$ cat src/rtl/wave_analyzer.sv
// Period / high-time / duty / min-max measurement of a 14-bit sample stream, one result per waveform period.
// Result latency 8 clocks from the crossing sample; no backpressure -- a crossing during a busy divide is dropped and flagged.
module wave_analyzer #(
  parameter int unsigned MID        = 8192,
  parameter int unsigned HYST       = 64,
  parameter int unsigned CW         = 24,
  parameter int unsigned MAX_PERIOD = (2**24) - 1
) (
  input  logic          sys_clk,
  input  logic          sys_rst_n,
  input  logic          enable,
  input  logic          sample_valid,
  input  logic [13:0]   sample,
  output logic          meas_valid,
  output logic [CW-1:0] period,
  output logic [CW-1:0] high_count,
  output logic [7:0]    duty_cycle,
  output logic [13:0]   vmax,
  output logic [13:0]   vmin,
  output logic [13:0]   amplitude,
  output logic          timeout,
  output logic          overrun
);

  localparam int unsigned   DW      = CW + 7;
  localparam logic [13:0]   HI_TH   = 14'(MID + HYST);
  localparam logic [13:0]   LO_TH   = 14'(MID - HYST);
  localparam logic [CW-1:0] TMO_CNT = CW'(MAX_PERIOD - 1);

  typedef enum logic [1:0] {IDLE, ARM, MEAS} state_t;

  state_t          r_state;
  state_t          w_state_nxt;
  logic            r_hi;
  logic            w_hi_nxt;
  logic            w_rise;
  logic            w_tmo;
  logic            w_div_busy;
  logic [CW-1:0]   r_per_cnt;
  logic [CW-1:0]   r_hi_cnt;
  logic [13:0]     r_max;
  logic [13:0]     r_min;
  logic [CW-1:0]   r_snap_per;
  logic [CW-1:0]   r_snap_hi;
  logic [13:0]     r_snap_max;
  logic [13:0]     r_snap_min;
  logic [3:0]      r_phase;
  logic [DW-1:0]   r_rem;
  logic [6:0]      r_quo;
  logic [2:0]      w_bit;
  logic [DW-1:0]   w_div_sh;
  logic [DW-1:0]   w_dividend;

  // Comparator with hysteresis; holds between thresholds and on invalid samples.
  always_comb begin
    w_hi_nxt = r_hi;
    if (sample_valid) begin
      if (sample >= HI_TH) begin
        w_hi_nxt = 1'b1;
      end else if (sample <= LO_TH) begin
        w_hi_nxt = 1'b0;
      end
    end
  end

  assign w_rise     = sample_valid & ~r_hi & w_hi_nxt;
  assign w_tmo      = sample_valid & ~w_rise & (r_per_cnt == TMO_CNT);
  assign w_div_busy = (r_phase != 4'd0) && (r_phase != 4'd8);

  // Phase 1..7 resolves quotient bits 6..0; quotient never exceeds 100.
  assign w_bit      = 3'(4'd7 - r_phase);
  assign w_div_sh   = DW'(r_snap_per) << w_bit;
  assign w_dividend = DW'(r_hi_cnt) * DW'(100);

  always_comb begin
    w_state_nxt = r_state;
    if (!enable) begin
      w_state_nxt = IDLE;
    end else begin
      case (r_state)
        IDLE:    w_state_nxt = ARM;
        ARM:     if (w_rise) w_state_nxt = MEAS;
        MEAS:    if (w_tmo) w_state_nxt = ARM;
        default: w_state_nxt = IDLE;
      endcase
    end
  end

  always_ff @(posedge sys_clk) begin
    if (!sys_rst_n) begin
      r_state <= IDLE;
    end else begin
      r_state <= w_state_nxt;
    end
  end

  always_ff @(posedge sys_clk) begin
    if (!sys_rst_n) begin
      r_hi       <= 1'b0;
      r_per_cnt  <= '0;
      r_hi_cnt   <= '0;
      r_max      <= '0;
      r_min      <= '0;
      r_snap_per <= '0;
      r_snap_hi  <= '0;
      r_snap_max <= '0;
      r_snap_min <= '0;
      r_phase    <= '0;
      r_rem      <= '0;
      r_quo      <= '0;
      meas_valid <= 1'b0;
      period     <= '0;
      high_count <= '0;
      duty_cycle <= '0;
      vmax       <= '0;
      vmin       <= '0;
      amplitude  <= '0;
      timeout    <= 1'b0;
      overrun    <= 1'b0;
    end else begin
      r_hi       <= w_hi_nxt;
      meas_valid <= 1'b0;
      if (!enable || r_state == IDLE) begin
        r_per_cnt <= '0;
        r_hi_cnt  <= '0;
        r_max     <= '0;
        r_min     <= '0;
        r_phase   <= '0;
        if (enable) begin
          timeout <= 1'b0;
          overrun <= 1'b0;
        end
      end else begin
        if (w_div_busy) begin
          if (r_rem >= w_div_sh) begin
            r_rem <= r_rem - w_div_sh;
            r_quo <= {r_quo[5:0], 1'b1};
          end else begin
            r_quo <= {r_quo[5:0], 1'b0};
          end
          r_phase <= r_phase + 4'd1;
        end else if (r_phase == 4'd8) begin
          period     <= r_snap_per;
          high_count <= r_snap_hi;
          duty_cycle <= {1'b0, r_quo};
          vmax       <= r_snap_max;
          vmin       <= r_snap_min;
          amplitude  <= r_snap_max - r_snap_min;
          meas_valid <= 1'b1;
          r_phase    <= '0;
        end
        // The crossing sample opens the new period; a snapshot may share the publish edge.
        if (sample_valid) begin
          if (w_rise) begin
            r_per_cnt <= CW'(1);
            r_hi_cnt  <= CW'(1);
            r_max     <= sample;
            r_min     <= sample;
            if (r_state == MEAS) begin
              if (w_div_busy) begin
                overrun <= 1'b1;
              end else begin
                r_snap_per <= r_per_cnt;
                r_snap_hi  <= r_hi_cnt;
                r_snap_max <= r_max;
                r_snap_min <= r_min;
                r_rem      <= w_dividend;
                r_quo      <= '0;
                r_phase    <= 4'd1;
              end
            end
          end else if (w_tmo) begin
            r_per_cnt <= '0;
            r_hi_cnt  <= '0;
            r_max     <= '0;
            r_min     <= '0;
            r_phase   <= '0;
            timeout   <= 1'b1;
          end else begin
            r_per_cnt <= r_per_cnt + CW'(1);
            if (w_hi_nxt) r_hi_cnt <= r_hi_cnt + CW'(1);
            if (sample > r_max) r_max <= sample;
            if (sample < r_min) r_min <= sample;
          end
        end
      end
    end
  end

endmodule

$ cat config.mk
export PLATFORM = sky130hd
export DESIGN_NAME = wave_analyzer
export DESIGN_NICKNAME = d
export VERILOG_FILES = /design/src/rtl/wave_analyzer.sv
export SDC_FILE = /design/constraint.sdc
export NUM_CORES = 1
export LEC_CHECK = 0
export ABC_AREA = 1
export ABC_CLOCK_PERIOD_IN_PS = 3300
export CORE_AREA = 2 2 187 263
export DETAILED_ROUTE_END_ITERATION = 16
export DIE_AREA = 0 0 189 265
export PLACE_DENSITY = 0.62
export SKIP_LAST_GASP = 1
export SLEW_MARGIN = 30
export SYNTH_ARGS = -nofsm -noshare
export SYNTH_HDL_FRONTEND = slang
export SYNTH_SLANG_ARGS = --single-unit
$ cat constraint.sdc
create_clock -name sys_clk -period 3.3 [get_ports sys_clk]
set_input_delay 0.66 -clock sys_clk [delete_from_list [all_inputs] [get_ports sys_clk]]
set_output_delay 0.66 -clock sys_clk [all_outputs]
set_load 0.005 [all_outputs]
==> results of run 1 <==
## worst paths after layout
kind | start | endpoint | slack (ns)
hold reg to reg | r_quo[6] | r_quo[6] | 0.47
setup / recovery | r_phase[0] | r_rem[29] | 0.15
setup reg to reg | r_phase[0] | r_rem[29] | 0.15
hold / removal | r_quo[6] | r_quo[6] | 0.47
## through the flow
step	setup slack [ns]	hold WS [ns]	util	total power [uW]	TNS, ns
5_1_grt	-0.0465	0.499	0.512	8230	-0.267
3_5_place_dp	-0.169	0.460	0.462	4300	-1.42
3_3_place_gp	-0.136	0.457	0.462	4290	-0.352
4_1_cts	0.00118	0.470	0.486	8000	0
2_1_floorplan	0.251	0.438	-	4070	0
6_report	0.148	0.472	0.512	7980	0
## Yosys cell counts (all sizes together), types with 8 or more instances
master / instances
nand2: 627
nor2: 394
inv: 386
dfxtp: 297
o21ai: 277
a21oi: 240
ha: 155
nand3: 148
clkbuf: 67
xor2: 46
buf: 45
nand4: 33
nor3: 26
fa: 21
xnor2: 15
o211ai: 12
a31oi: 11
or2: 10
nor4: 9
o21bai: 8
## sequential cells by signal, indices dropped and copies added (netlist names), 2 cells and up
| name | flops |
|---|---|
| r_max | 14 |
| r_phase | 4 |
| vmin | 14 |
| r_per_cnt | 24 |
| r_min | 14 |
| r_rem | 31 |
| duty_cycle | 7 |
| r_hi_cnt | 24 |
| r_state | 2 |
| r_snap_hi | 24 |
| vmax | 14 |
| r_snap_min | 14 |
| r_snap_max | 14 |
| amplitude | 14 |
| high_count | 24 |
| r_quo | 7 |
| period | 24 |
| r_snap_per | 24 |
## cell type report
type                       instances  area [um^2]  area share
clock buffer                      39          825      0.0338
sequential                       297         5970       0.245
inverter                         387         1450      0.0596
timing repair buffer             334         3060       0.125
tap                              630          788      0.0323
multi-input combinational       2067        12000       0.494
clock inverter                    17          253      0.0104
## report_power, final
group / internal, uW / switching, uW / leakage, uW / total [uW]
clock: 2170 / 1550 / 0.000527 / 3720
sequential: 3590 / 12.0 / 0.00240 / 3610
combinational: 230 / 425 / 0.00798 / 655
total: 5990 / 1980 / 0.0109 / 7980
## cells by family after synthesis
family / Yosys count / share of synthesized area
XOR/XNOR: 61 / 0.0282
AO/OA/AOI/OAI: 570 / 0.158
AND/OR/NAND/NOR: 1257 / 0.271
multiplexers: 2 / 0.00106
flip-flops: 297 / 0.314
buffers and inverters: 499 / 0.103
other: 1 / 0.000198
adder cells (fa/ha/maj): 176 / 0.124
## routing by layer
metal / up-vias / global-route usage
met1: 8952 / 0.290
met5: - / 0
met3: 97 / 0.0207
met4: 0 / 0.105
met2: 376 / 0.478
li1: 9735 / -
## worst max-delay path: stages, from the launching register on
cell and delay [ns]:
dfxtp_4 0.37, inv_2 0.07, buf_12 0.13, nand2_1 0.05
nand2_1 0.09, o21ai_0 0.11, or2_2 0.38, ha_1 0.41
nand2_1 0.17, nor4_2 0.30, buf_4 0.17, nand2_4 0.06
a21oi_4 0.17, buf_6 0.13, clkbuf_16 0.14, nand2_1 0.05
nand3_1 0.06, nand3_1 0.06, a21oi_1 0.15
## what timing repair did
item                       4_1_cts  5_1_grt
cloned                           0        4
setup endpoints to repair       29       32
pin swaps                        2       52
hold buffers                     0        0
buffers inserted                 2       17
gates resized for setup         19      250
==> results by group, run 1 <==
Routing
  • DRT met1 WL: 26100 um
  • Routed wl met2: 33800 um
  • Vias per std cell: 5.08
  • 1st-iter DRT viols: 1020
  • Wire per inst: 17.3 um
  • DRC violations left: 0
  • Max Used Layer: met4
  • Drt first pass iters: 5
  • Final WL: 65200 um
  • Total vias in the final route: about 19000
  • Metal3 WL: 2070 um
  • Post-route ant nets: 0

CTS
  • Clk pin slew, worst setup/hold paths: 0.06 ns
  • CTS tree: yes
  • H-tree Lvls: 1
  • CTS Buffer Depth: 3
  • CTS Sinks: 297
  • Clock root cell: clkbuf_16
  • Clock latency on the worst-skew pair: 0.60 ns
  • Cts bufs inserted: 30

Timing
  • Final Skew: 0.0177 ns
  • Final-report max-slew violation count: 0
  • Max Fclk: 0.317 GHz
  • Worst slew pin tran: 0.774 ns
  • Max-Slew Margin vs Limit: 0.484
  • Fin. Hold Viols: 0
  • Setup Viol. Count Final: 0
  • Tcrit/Tclk final: 0.955
  • Period minus WS final: 3.15 ns

Synth
  • Post-synthesis net count: 3057
  • Unique masters post-synth: between 40 and 50
  • Synth Instances: 2863
  • Syn. warnings: 0
  • Area share of the largest cell type after synthesis: 0.314
  • Sequential fraction of the synthesis area: 0.314
  • Post-Syn Area: between 15000 and 20000 um^2
  • Asr flop ratio synth: 0
  • Area leader, netlist: dfxtp_1
  • Main synth FF type: dfxtp_1
  • Most area-consuming cells after synthesis: dfxtp_1, nand2_1, ha_1
  • Synthesized area per cell: 6.62 um^2
  • Post-synth EDFFs: 0
  • Synthesis-stage register bit count: approximately 300

Pwr
  • PD cells: 327 nW/um^2
  • Leakage: 0.0109 uW
  • Maximum VDD drop: 0.369 mV

Finish
  • Filler instances: ~4800
  • Layout area overhead: 28.6%
  • Share of cells above drive strength 1: 0.152
  • Inserted Diodes: 0
  • Design area: 24400 um^2
  • Fin nets: between 3000 and 4000
  • Commonest non-fill, non-tap cells in the layout: nand2_1, inv_1, nor2_1
  • Final Non-Filler Cells: 3771
  • Most common cell after layout, fill and taps aside: nand2_1

Worst setup path
  • WP data arrival: 3.67 ns
  • Critical Path RT: about 3.8 ns
  • Critical path peak fanout: 14
  • R2R cell count: 18
  • Critical Path End Type: flip-flop
  • Worst Setup Path Type: flip-flop to flip-flop
  • Startpoint Class: flip-flop

Die
  • Die span in x: 189 um
  • Starting Density: 0.398
  • Ports: 119
  • Die area: approximately 50000 um^2
  • Die height: 265 um
  • Rows: 95
  • CORE AREA: 47700 um^2

Run status
  • Status: finished, final reports clean

Min path
  • Min-delay worst type: flip-flop to flip-flop
  • Hold depth: 2

Place
  • GPL Wtd Cong: 0.991
  • Placed Area: roughly 22000 um^2
  • Port-buffer cells: roughly 120
  • DP Cell Count: around 3700
  • Dpl hpwl: 51300 um

GRT
  • Pin count of the biggest net entering global routing: 76
  • Antenna violations before repair: 0
  • Global-route usage over all layers: 0.253
  • Vias in the first global route: 18600
  • Total congestion overflow: 0
  • First-pass GRT wire length: 101000 um

Run
  • MaxCap Viol Count: 0
(Power assumes the default switching activity.)
==> run 2: changes to the inputs <==
--- a/config.mk
+++ b/config.mk
@@ -6,7 +6,6 @@
 export NUM_CORES = 1
 export LEC_CHECK = 0
 export ABC_AREA = 1
-export ABC_CLOCK_PERIOD_IN_PS = 3300
 export CORE_AREA = 2 2 187 263
 export DETAILED_ROUTE_END_ITERATION = 16
 export DIE_AREA = 0 0 189 265
==> results of run 2 <==
Final layout, timing and power as in run 1 (identical DEF).
==> run 3: changes to the inputs <==
--- a/config.mk
+++ b/config.mk
@@ -6,11 +6,10 @@
 export NUM_CORES = 1
 export LEC_CHECK = 0
 export ABC_AREA = 1
-export CORE_AREA = 2 2 187 263
+export CORE_AREA = 2 2 170 238
 export DETAILED_ROUTE_END_ITERATION = 16
-export DIE_AREA = 0 0 189 265
-export PLACE_DENSITY = 0.62
-export SKIP_LAST_GASP = 1
+export DIE_AREA = 0 0 172 240
+export PLACE_DENSITY = 0.72
 export SLEW_MARGIN = 30
 export SYNTH_ARGS = -nofsm -noshare
 export SYNTH_HDL_FRONTEND = slang
==> run 3 against run 2 <==
Against the previous run: design area decreased by 3.2%; critical path depth decreased by 3; clock-buffer cell count is 6 lower; fmax shrank 3.2%; sequential share of layout area up 0.83 points; global-route usage up 4.2 points.
==> results by group, run 3 (synthesized netlist as in run 1, its figures left out) <==
Worst setup path
  • CP Launch Point: r_hi_cnt[6]
  • Startpoint Class: flip-flop
  • Worst Setup Path Type: flip-flop to flip-flop
  • Worst R2R Start: r_hi_cnt[6]
  • WP data arrival: 3.74 ns (+0.07 ns)
  • CP max stage delay: 0.49 ns (+0.08 ns)
  • Slowest stage cell, crit path: fa_1
  • Crit path cell chain: ha_1 > ha_1 > inv_1 > fa_1 > inv_1 > ha_4 > a21oi_4 > buf_4 > inv_1 > o21ai_0 > nand2_1 > a31oi_1 > xnor2_1 > a21oi_1 > a21oi_1
  • Critical path peak fanout: 5 (-9)
  • Critical Path End Type: flip-flop
  • Most frequent CP cell: inv_1
  • Critical Path RT: 3.78 ns (-0.04 ns)

Timing
  • Final Skew: 0.0183 ns (+0.000659 ns)
  • Tcrit/Tclk final: 0.986 (+0.0312)
  • Max Fclk: 0.307 GHz (-3.2%)
  • Period minus WS final: 3.26 ns (+0.103 ns)
  • Setup Viol. Count Final: 0 (unchanged)
  • Max-Slew Margin vs Limit: 0.504 (+0.0198)
  • Final-report max-slew violation count: 0 (unchanged)
  • Worst slew pin tran: 0.745 ns (-0.0297 ns)
  • Final hold slack: 0.467 ns (-0.00513 ns)
  • Fin. Hold Viols: 0 (unchanged)

Run status
  • Status: finished, final reports clean

Pwr
  • PD cells: 329 nW/um^2 (+0.45%)
  • Pwr Total: 7760 uW (-2.7%)
  • Maximum VDD drop: 0.647 mV (+76%)
  • Leakage: 0.0106 uW (-2.9%)

Die
  • Starting Density: 0.484 (+0.0863)
  • Ports: 119 (unchanged)
  • Rows: 86 (-9.5%)
  • Die height: 240 um (-9.4%)
  • Die span in x: 172 um (-9.0%)
  • Die area: 41300 um^2 (-18%)
  • CORE AREA: 39200 um^2 (-18%)

CTS
  • CTS tree: yes
  • CTS Sinks: 297 (unchanged)
  • CTS Buffer Depth: 3 (unchanged)
  • Cts bufs inserted: 28 (-6.7%)
  • H-tree Lvls: 1 (unchanged)
  • Clk pin slew, worst setup/hold paths: 0.07 ns (about the same)
  • Clock root cell: clkbuf_16
  • CTS Hold Bufs: 0 (unchanged)
  • Clock latency on the worst-skew pair: 0.57 ns (-0.03 ns)

Routing
  • Total vias in the final route: 19300 (+0.51%)
  • Vias per std cell: 5.31 (+4.5%)
  • Drt first pass iters: 5 (unchanged)
  • Final WL: 62600 um (-3.9%)
  • Wire per inst: 17.3 um (about the same)
  • DRC violations left: 0 (unchanged)
  • 1st-iter DRT viols: 1131 (+11%)
  • Post-route ant nets: 0 (unchanged)

Finish
  • Share of cells above drive strength 1: 0.127 (-0.0244)
  • Fin nets: 3272 (-1.2%)
  • Commonest non-fill, non-tap cells in the layout: nand2_1, inv_1, nor2_1
  • Most common cell after layout, fill and taps aside: nand2_1
  • Max reg flops: 31 (unchanged)
  • Inserted Diodes: 0 (unchanged)
  • Layout area overhead: 24.6%
  • Most flops, register: r_rem
  • Final core utilization: 0.603 (+0.0913)

Min path
  • Hold path start: r_quo[6]
  • Min-delay worst type: flip-flop to flip-flop

GRT
  • Vias in the first global route: 18500 (-0.40%)
  • Total congestion overflow: 0 (unchanged)
  • Antenna violations before repair: 0 (unchanged)
  • Global-route usage over all layers: 0.295 (+0.0418)
  • First-pass GRT wire length: 96000 um (-4.9%)
  • Pin count of the biggest net entering global routing: 76 (unchanged)

Place
  • GPL Wtd Cong: 1.07 (+8.0%)
  • Port-buffer cells: 117 (unchanged)
  • Dpl hpwl: 48900 um (-4.7%)

Run
  • MaxCap Viol Count: 0 (unchanged)
[run 3: metrics by stage]
stage / instances / worst slack [ns] / TNS [ns] / area [um^2]
after floorplan: 2863 / 0.251 / 0 / 19000
after global placement: 3565 / -0.181 / -4.01 / 21700
after detailed placement: 3565 / -0.281 / -6.65 / 21700
after CTS: 3615 / 0.00327 / 0 / 22800
after global routing: 3626 / -0.0475 / -0.465 / 23600
final: 3626 / 0.0447 / 0 / 23600
[run 3: worst paths after layout]
kind               endpoint  slack (ns)  cells after the start
setup / recovery  r_rem[16]        0.04                     15
hold / removal     r_quo[6]        0.47                      2
setup reg to reg  r_rem[16]        0.04                     15
hold reg to reg    r_quo[6]        0.47                      2
[run 3: power by group]
group	internal [uW]	total (uW)	switching [uW]
clock network	2040	3520	1480
registers	3590	3600	11.5
logic	223	640	418
total	5850	7760	1910
[run 3: critical path: cells and delay by family (launching register included)]
family                   cells  cell delay, ns
AO/OA/AOI/OAI                5            0.86
XOR/XNOR                     1            0.21
adder cells (fa/ha/maj)      4            1.33
buffers and inverters        4            0.28
flip-flops                   1            0.38
AND/OR/NAND/NOR              1            0.10
[run 3: final cells by class]
cell class	instances	area (um^2)
timing repair buffer	297	2720
inverter	387	1460
clock inverter	17	259
sequential	297	5970
fill	3803	15600
multi-input combinational	2067	11800
tap	528	661
clock buffer	33	749
[run 3: layer usage]
metal  track usage  up-vias  part of all wire
met1         0.328     8968              0.38
met5             0        -                 0
met4         0.174        0             0.068
met3        0.0288      158             0.042
met2         0.539      497              0.51
li1              -     9634                 -
[run 3: what timing repair did]
item | CTS | global route
pin swaps | 1 | 25
endpoints found under the setup margin | 32 | 32
cloned | 0 | 3
setup buffers | 0 | 8
gates resized for setup | 23 | 179
